**config.mk**
```make
export PLATFORM = sky130hd
export DESIGN_NAME = bridge_timer
export DESIGN_NICKNAME = d
export VERILOG_FILES = /design/src/rtl/bridge_timer.sv
export SDC_FILE = /design/constraint.sdc
export NUM_CORES = 1
export LEC_CHECK = 0
export CORE_MARGIN = 1
export CORE_UTILIZATION = 39
export DETAILED_ROUTE_END_ITERATION = 12
export GPL_TIMING_DRIVEN = 0
export PLACE_DENSITY = 0.62
export RECOVER_POWER = 25
export SLEW_MARGIN = 0
export SYNTH_ARGS = -nofsm -noshare
export SYNTH_HDL_FRONTEND = slang
export SYNTH_SLANG_ARGS = --single-unit
```
**constraint.sdc**
```tcl
create_clock -name clk -period 4.3 [get_ports clk]
set_input_delay 0.86 -clock clk [delete_from_list [all_inputs] [get_ports clk]]
set_output_delay 0.86 -clock clk [all_outputs]
set_load 0.01 [all_outputs]
```
**src/rtl/bridge_timer.sv**
```systemverilog
// Bus-mapped programmable down-counter with one-shot and auto-reload modes, driving a CP0 interrupt line.
// Build option: define TIMER_STATUS_EN to add the sticky write-one-to-clear EXPIRED flag at CTRL[4].
module bridge_timer #(
  parameter int PRESCALE = 1,
  parameter int CNT_W    = 32
) (
  input  logic        clk,
  input  logic        reset,
  input  logic [1:0]  addr,
  input  logic        we,
  input  logic [31:0] wdata,
  output logic [31:0] rdata,
  output logic        irq
);

  typedef enum logic [1:0] {
    S_IDLE,
    S_LOAD,
    S_CNT,
    S_INT
  } state_t;

  localparam logic [1:0]  ADDR_CTRL   = 2'd0;
  localparam logic [1:0]  ADDR_PRESET = 2'd1;
  localparam logic [1:0]  ADDR_COUNT  = 2'd2;
  localparam logic [15:0] PRESC_MAX   = 16'(PRESCALE - 1);

  state_t           state;
  logic             en;
  logic [1:0]       mode;
  logic             im;
  logic             irq_pend;
  logic [CNT_W-1:0] preset;
  logic [CNT_W-1:0] count;
  logic [15:0]      presc;
`ifdef TIMER_STATUS_EN
  logic             expired;
`endif

  logic ctrl_wr;
  logic preset_wr;
  logic tick;
  logic expire;
  logic auto_reload;
  logic status_bit;
  logic unused_wdata;

  assign ctrl_wr     = we && (addr == ADDR_CTRL);
  assign preset_wr   = we && (addr == ADDR_PRESET);
  assign tick        = (state == S_CNT) && en && (presc == PRESC_MAX);
  // Reaching the bottom of the count: COUNT of 0 or 1 both end the period.
  assign expire      = tick && (count <= CNT_W'(1));
  assign auto_reload = (mode == 2'b01);
  assign unused_wdata = ^wdata;

  always_ff @(posedge clk or posedge reset) begin
    if (reset) begin
      state    <= S_IDLE;
      en       <= 1'b0;
      mode     <= 2'b00;
      im       <= 1'b0;
      irq_pend <= 1'b0;
      preset   <= '0;
      count    <= '0;
      presc    <= '0;
`ifdef TIMER_STATUS_EN
      expired  <= 1'b0;
`endif
    end else begin
      case (state)
        S_IDLE: begin
          if (en) state <= S_LOAD;
        end
        S_LOAD: begin
          count <= preset;
          presc <= '0;
          state <= S_CNT;
        end
        S_CNT: begin
          if (!en) begin
            state <= S_IDLE;
          end else if (tick) begin
            presc <= '0;
            if (expire) begin
              count    <= '0;
              irq_pend <= 1'b1;
              state    <= S_INT;
            end else begin
              count <= count - CNT_W'(1);
            end
          end else begin
            presc <= presc + 16'd1;
          end
        end
        S_INT: begin
          if (auto_reload) begin
            irq_pend <= 1'b0;
            state    <= S_LOAD;
          end else begin
            en    <= 1'b0;
            state <= S_IDLE;
          end
        end
        default: state <= S_IDLE;
      endcase

      // Bus writes come last so they override the FSM's own EN/pend updates on the same edge.
      if (ctrl_wr) begin
        en       <= wdata[0];
        mode     <= wdata[2:1];
        im       <= wdata[3];
        irq_pend <= 1'b0;
      end
      if (preset_wr) preset <= wdata[CNT_W-1:0];

`ifdef TIMER_STATUS_EN
      if (ctrl_wr && wdata[4]) expired <= 1'b0;
      if (expire) expired <= 1'b1;
`endif
    end
  end

`ifdef TIMER_STATUS_EN
  assign status_bit = expired;
`else
  assign status_bit = 1'b0;
`endif

  always_comb begin
    rdata = 32'h0;
    case (addr)
      ADDR_CTRL:   rdata = {27'h0, status_bit, im, mode, en};
      ADDR_PRESET: rdata = 32'(preset);
      ADDR_COUNT:  rdata = 32'(count);
      default:     rdata = 32'h0;
    endcase
  end

  assign irq = irq_pend & im;

endmodule
```
# Yosys cells after proc, flatten, opt, wreduce, memory -nomap -nowiden
# Cells that the tools add are included.
[word_totals]
word_cells = 67
regBits = 87
input_bits = 37
[classes]
n_bitwise = 1
mux = 23
eq_ne = 16
n_lt_le_gt_ge = 1
addsub = 2
n_reduce_logical = 16
[op_table]
columns = ["operator", "count"]
rows = [
  ["32-bit 2-to-1 mux", 3],
  ["32-bit case mux with 3 select lines", 1],
  ["32-bit case mux with 2 select lines", 1],
  ["32-bit by 1-bit <= comparator with 1-bit output (second input constant)", 1],
  ["16-bit 2-to-1 mux", 2],
  ["16-bit case mux with 2 select lines", 1],
  ["32-bit by 1-bit subtractor with 32-bit output (second input constant)", 1],
  ["3-bit != test (second input constant)", 6],
  ["16-bit by 1-bit adder with 16-bit output (second input constant)", 1],
  ["16-bit zero test", 1],
  ["1-bit 2-to-1 mux", 9],
  ["2-bit 2-to-1 mux", 4],
  ["2-bit != test (second input constant)", 4],
  ["2-bit case mux with 4 select lines", 1],
  ["2-bit by 1-bit equality test with 1-bit output (second input constant)", 3],
  ["2-bit equality test (second input constant)", 3],
  ["3-bit AND reduction", 2],
  ["1-bit logical AND", 5],
  ["5-bit AND reduction", 1],
  ["2-bit zero test", 2],
  ["2-bit AND reduction", 2],
  ["2-bit nonzero test", 2],
  ["3-bit nonzero test", 1],
  ["1-bit case mux with 2 select lines", 1],
  ["1-bit AND", 1],
]

# Logic depth before layout (Yosys ltp)
[logic_depth]
depth_word = 9
depth_mapped = 10

# Worst setup path before layout
# Ideal clock, no wire load.
[synth_path]
path_kind = "in2out"
startpoint = "input port addr[0]"
endpoint = "output port rdata[12]"
cell_stages = 5
arrival_ps = 2124
slack_ps = 1316
path_cell_list = "clkbuf_1 -> nor2b_1 -> clkbuf_1 -> clkbuf_1 -> a22o_1"
[synth_via]
elab_chain_cells = 2
elab_cells_between_ends = 4
classes_between = "eq/ne: 2; mux: 1; reduce/logical: 1"
[synth_lines]
columns = ["item", "line", "rtl"]
rows = [
  ["start, declared", "9", "input logic [1:0] addr,"],
  ["2-bit equality test (tied with other cells)", "131", "case (addr)"],
  ["32-bit case mux with 3 select lines *", "131", ""],
  ["end, declared", "12", "output logic [31:0] rdata,"],
]
# Mark *: on every way between the ends. The rest lies on a longest branch, timed or not.

# Final worst setup path
[layout_path]
startpoint = "input port addr[1]"
endpoint = "output port rdata[30]"
# Same word-level chain as after synthesis.

==> impl_metrics.json <==
{
  "power.share.clock": 0.221,
  "clk_latency_ps": 360,
  "cts_sinks": 87,
  "avgRoutedWirePerCell_um": 20.8,
  "syn_area_um2": 5140,
  "netlist_instances": 541,
  "swShare": 0.404,
  "cp.required_ps": 3440,
  "synth_area_per_cell_um2": 9.50,
  "start_util": 0.404,
  "hold_violations": 0,
  "core.rowCount": 41,
  "design.core.area_um2": 12700,
  "combPwrFrac": 0.419,
  "relSlewSlack": -0.170,
  "ys_types": 57,
  "cts_buffers": 9,
  "power_density_nw_per_um2": 568,
  "grt_pass1_vias": 4712,
  "max-vdd-ir-drop_uv": 307,
  "drc": 0,
  "grt.overflow.total": 0,
  "postCtsHoldBufs": 0,
  "ant_nets": 0,
  "async_flop_share": 1.00,
  "worstMarginPinSlew_ps": 1750,
  "intPower_mw": 2.14,
  "setup_viol": 0,
  "clockBufferDepth": 2,
  "n_antenna_cell": 0,
  "p_sw_mw": 1.45,
  "io_pins": 70,
  "worst_ep_arrival_time_ps": 3300,
  "wirelength_um": 16600,
  "path_clk_slew_ps": 60,
  "cts_setup_buffers": 0,
  "die_w_um": 117,
  "synth_seq_cells": 87,
  "stdcell_count": 798,
  "ys.flop_type": "dfrtp_1",
  "utilization": 0.498,
  "die_h_um": 117,
  "area_growth_pct": 23.3,
  "drtPass1Iterations": 5,
  "fin_tns_setup_ps": 0,
  "finClkSkew_ps": 12.1,
  "cts_root_buf": "clkbuf_16",
  "dp_hpwl_um": 11600,
  "maxCapViolations": 1,
  "cts.htree.levels": 3,
  "dieArea_um2": 13600,
  "status": "finished with violations",
  "violations": "max-capacitance violations, max-slew violations",
  "numPortBuffers": 68,
  "drt_iter0_drc": 354,
  "track_usage": 0.257,
  "clock.fmax_mhz": 241,
  "dp_cells": 782,
  "grt_use_met2": 0.415,
  "met1_usage": 0.334,
  "placed_area_um2": 6070,
  "rsz0062_at_grt": "false",
  "gp_congestion": 0.876,
  "grt_util_met3": 0.0633,
  "end_kind": "primary output",
  "syn-num-nets": 582,
  "fin_crit_ps": 4160,
  "worst_hold_path_type": "register to register",
  "synth_edf_count": 0,
  "vias_per_cell": 6.08,
  "crit_path_start_kind": "primary input",
  "crit_type": "primary input to primary output",
  "antenna_found_initial": 0,
  "vias": 4848,
  "cts-resized-gates": 2,
  "top_usage_layer": "met2",
  "ys_seq_area_frac": 0.423,
  "slew_viol_final": 70,
  "grt_pass1_wl_um": 26100,
  "worst_slack_ps": 142,
  "drive_above_1_share": 0.118,
  "ys_warn_count": 0,
  "post-route-period-util": 0.967,
  "p_seq_frac": 0.360,
  "final_cell_area_um2": 6340,
  "cts_tree": "yes",
  "p_leak_nw": 2.50,
  "cp_max_fo": 10,
  "layout.nets": 662,
  "preCtsSetupSlack_ps": -105,
  "grt_max_degree": 70
}
-- area by class of cell --
| cell class | count | area (um^2) |
|---|---|---|
| fill | 1242 | 6380 |
| multi-input combinational | 391 | 2700 |
| sequential | 87 | 2180 |
| timing repair buffer | 69 | 686 |
| clock buffer | 12 | 246 |
| tap | 172 | 215 |
| buffer | 47 | 208 |
| inverter | 16 | 61.3 |
| clock inverter | 4 | 45.0 |
-- state kept, by name, summed over array words and instances (netlist names) --
signal and flops:
count 32, preset 32, presc 16, mode 2, state 2, en 1
im 1, irq_pend 1
-- critical path, stage by stage --
cell and delay, ps:
clkdlybuf4s50_1 570, nor2b_1 150, clkbuf_1 300, clkbuf_1 580
a22o_1 280, clkdlybuf4s50_1 550
-- cell usage in the layout, fill, tap and decap left out, types with 4 or more instances in the layout --
cell type | netlist | layout
a22o_1 | 47 | 47
mux2_2 | 34 | 34
dfrtp_1 | 87 | 87
mux2i_1 | 4 | 4
o21ai_0 | 34 | 34
clkdlybuf4s50_1 | 0 | 67
clkbuf_16 | 0 | 9
nand3_1 | 11 | 11
nand2_1 | 55 | 55
nor2_1 | 20 | 20
and2_1 | 5 | 5
inv_1 | 16 | 15
nor4_1 | 16 | 16
clkbuf_1 | 36 | 36
or2_2 | 4 | 4
a32oi_1 | 4 | 4
nor3_1 | 21 | 21
nand4_1 | 11 | 11
or3_1 | 10 | 10
ha_1 | 4 | 4
o31ai_1 | 22 | 22
or4_1 | 7 | 7
xor2_1 | 5 | 5
buf_2 | 5 | 5
o211ai_1 | 5 | 5
or4_4 | 4 | 4
nor2b_1 | 4 | 4
o41ai_1 | 14 | 14
a21oi_1 | 9 | 9
-- per-stage QoR --
stage	hold WS, ps	power (mW)
6_report	519	3.60
4_1_cts	521	3.59
2_1_floorplan	471	2.23
5_1_grt	547	3.81
3_3_place_gp	506	2.76
3_5_place_dp	510	2.79
-- routing by layer --
layer	up-vias	routed length, um	part of all wire
li1	2236	-	-
met1	2414	7180	0.43
met4	0	436	0.026
met3	34	1080	0.065
met2	164	7920	0.48
met5	-	0	0
-- cell families (layout without fill, tap and decap cells) --
| family | Yosys count | after routing | share of synthesized area |
|---|---|---|---|
| xor+xnor | 5 | 5 | 0.00852 |
| simple gates | 184 | 184 | 0.191 |
| fa+ha+maj | 4 | 4 | 0.00974 |
| flops | 87 | 87 | 0.423 |
| compound gates | 160 | 160 | 0.233 |
| buf+inv | 63 | 148 | 0.0516 |
| mux | 38 | 38 | 0.0823 |
-- synthesized netlist by cell type, types with 3 or more instances --
library cell / number / area share
nand2_1: 55 / 0.040
xor2_1: 5 / 0.0085
buf_6: 3 / 0.0066
a31oi_1: 3 / 0.0037
a21oi_1: 9 / 0.0088
and4_1: 3 / 0.0051
nand3_1: 11 / 0.011
buf_2: 5 / 0.0049
nor2b_1: 4 / 0.0049
nor4_1: 16 / 0.019
and2_1: 5 / 0.0061
o31ai_1: 22 / 0.032
o41ai_1: 14 / 0.024
clkbuf_1: 36 / 0.026
mux2_2: 34 / 0.074
o221ai_1: 3 / 0.0051
o21ai_0: 34 / 0.033
dfrtp_1: 87 / 0.42
nand4_1: 11 / 0.013
o211ai_1: 5 / 0.0073
ha_1: 4 / 0.0097
a32oi_1: 4 / 0.0068
nor3_1: 21 / 0.020
nor2_1: 20 / 0.015
or4_1: 7 / 0.010
a22o_1: 47 / 0.080
or2_2: 4 / 0.0049
mux2i_1: 4 / 0.0078
inv_1: 16 / 0.012
or4_4: 4 / 0.0088
buf_1: 3 / 0.0022
or3_1: 10 / 0.012
-- power groups by stage --
| stage | Combinational, mW | Clock, mW | Sequential (mW) |
|---|---|---|---|
| final | 1.51 | 0.794 | 1.30 |
| after global routing | 1.65 | 0.838 | 1.32 |
| after CTS | 1.50 | 0.805 | 1.29 |
| after detailed placement | 1.49 | 0 | 1.30 |
| after global placement | 1.47 | 0 | 1.29 |
| after floorplan | 1.02 | 0 | 1.21 |
-- worst paths after layout --
check / from / to / slack [ps] / cells after the start
worst max-delay path: addr[1] / rdata[30] / 140 / 6
worst min-delay path: preset[0] / preset[0] / 520 / 2
worst max register to register: state[0] / count[27] / 1150 / 7
worst min register to register: preset[0] / preset[0] / 520 / 2
max in group asynchronous: reset / count[24] / 1060 / 3
min in group asynchronous: reset / presc[4] / 1080 / 2
No activity file was read; power rests on OpenSTA's default activity.
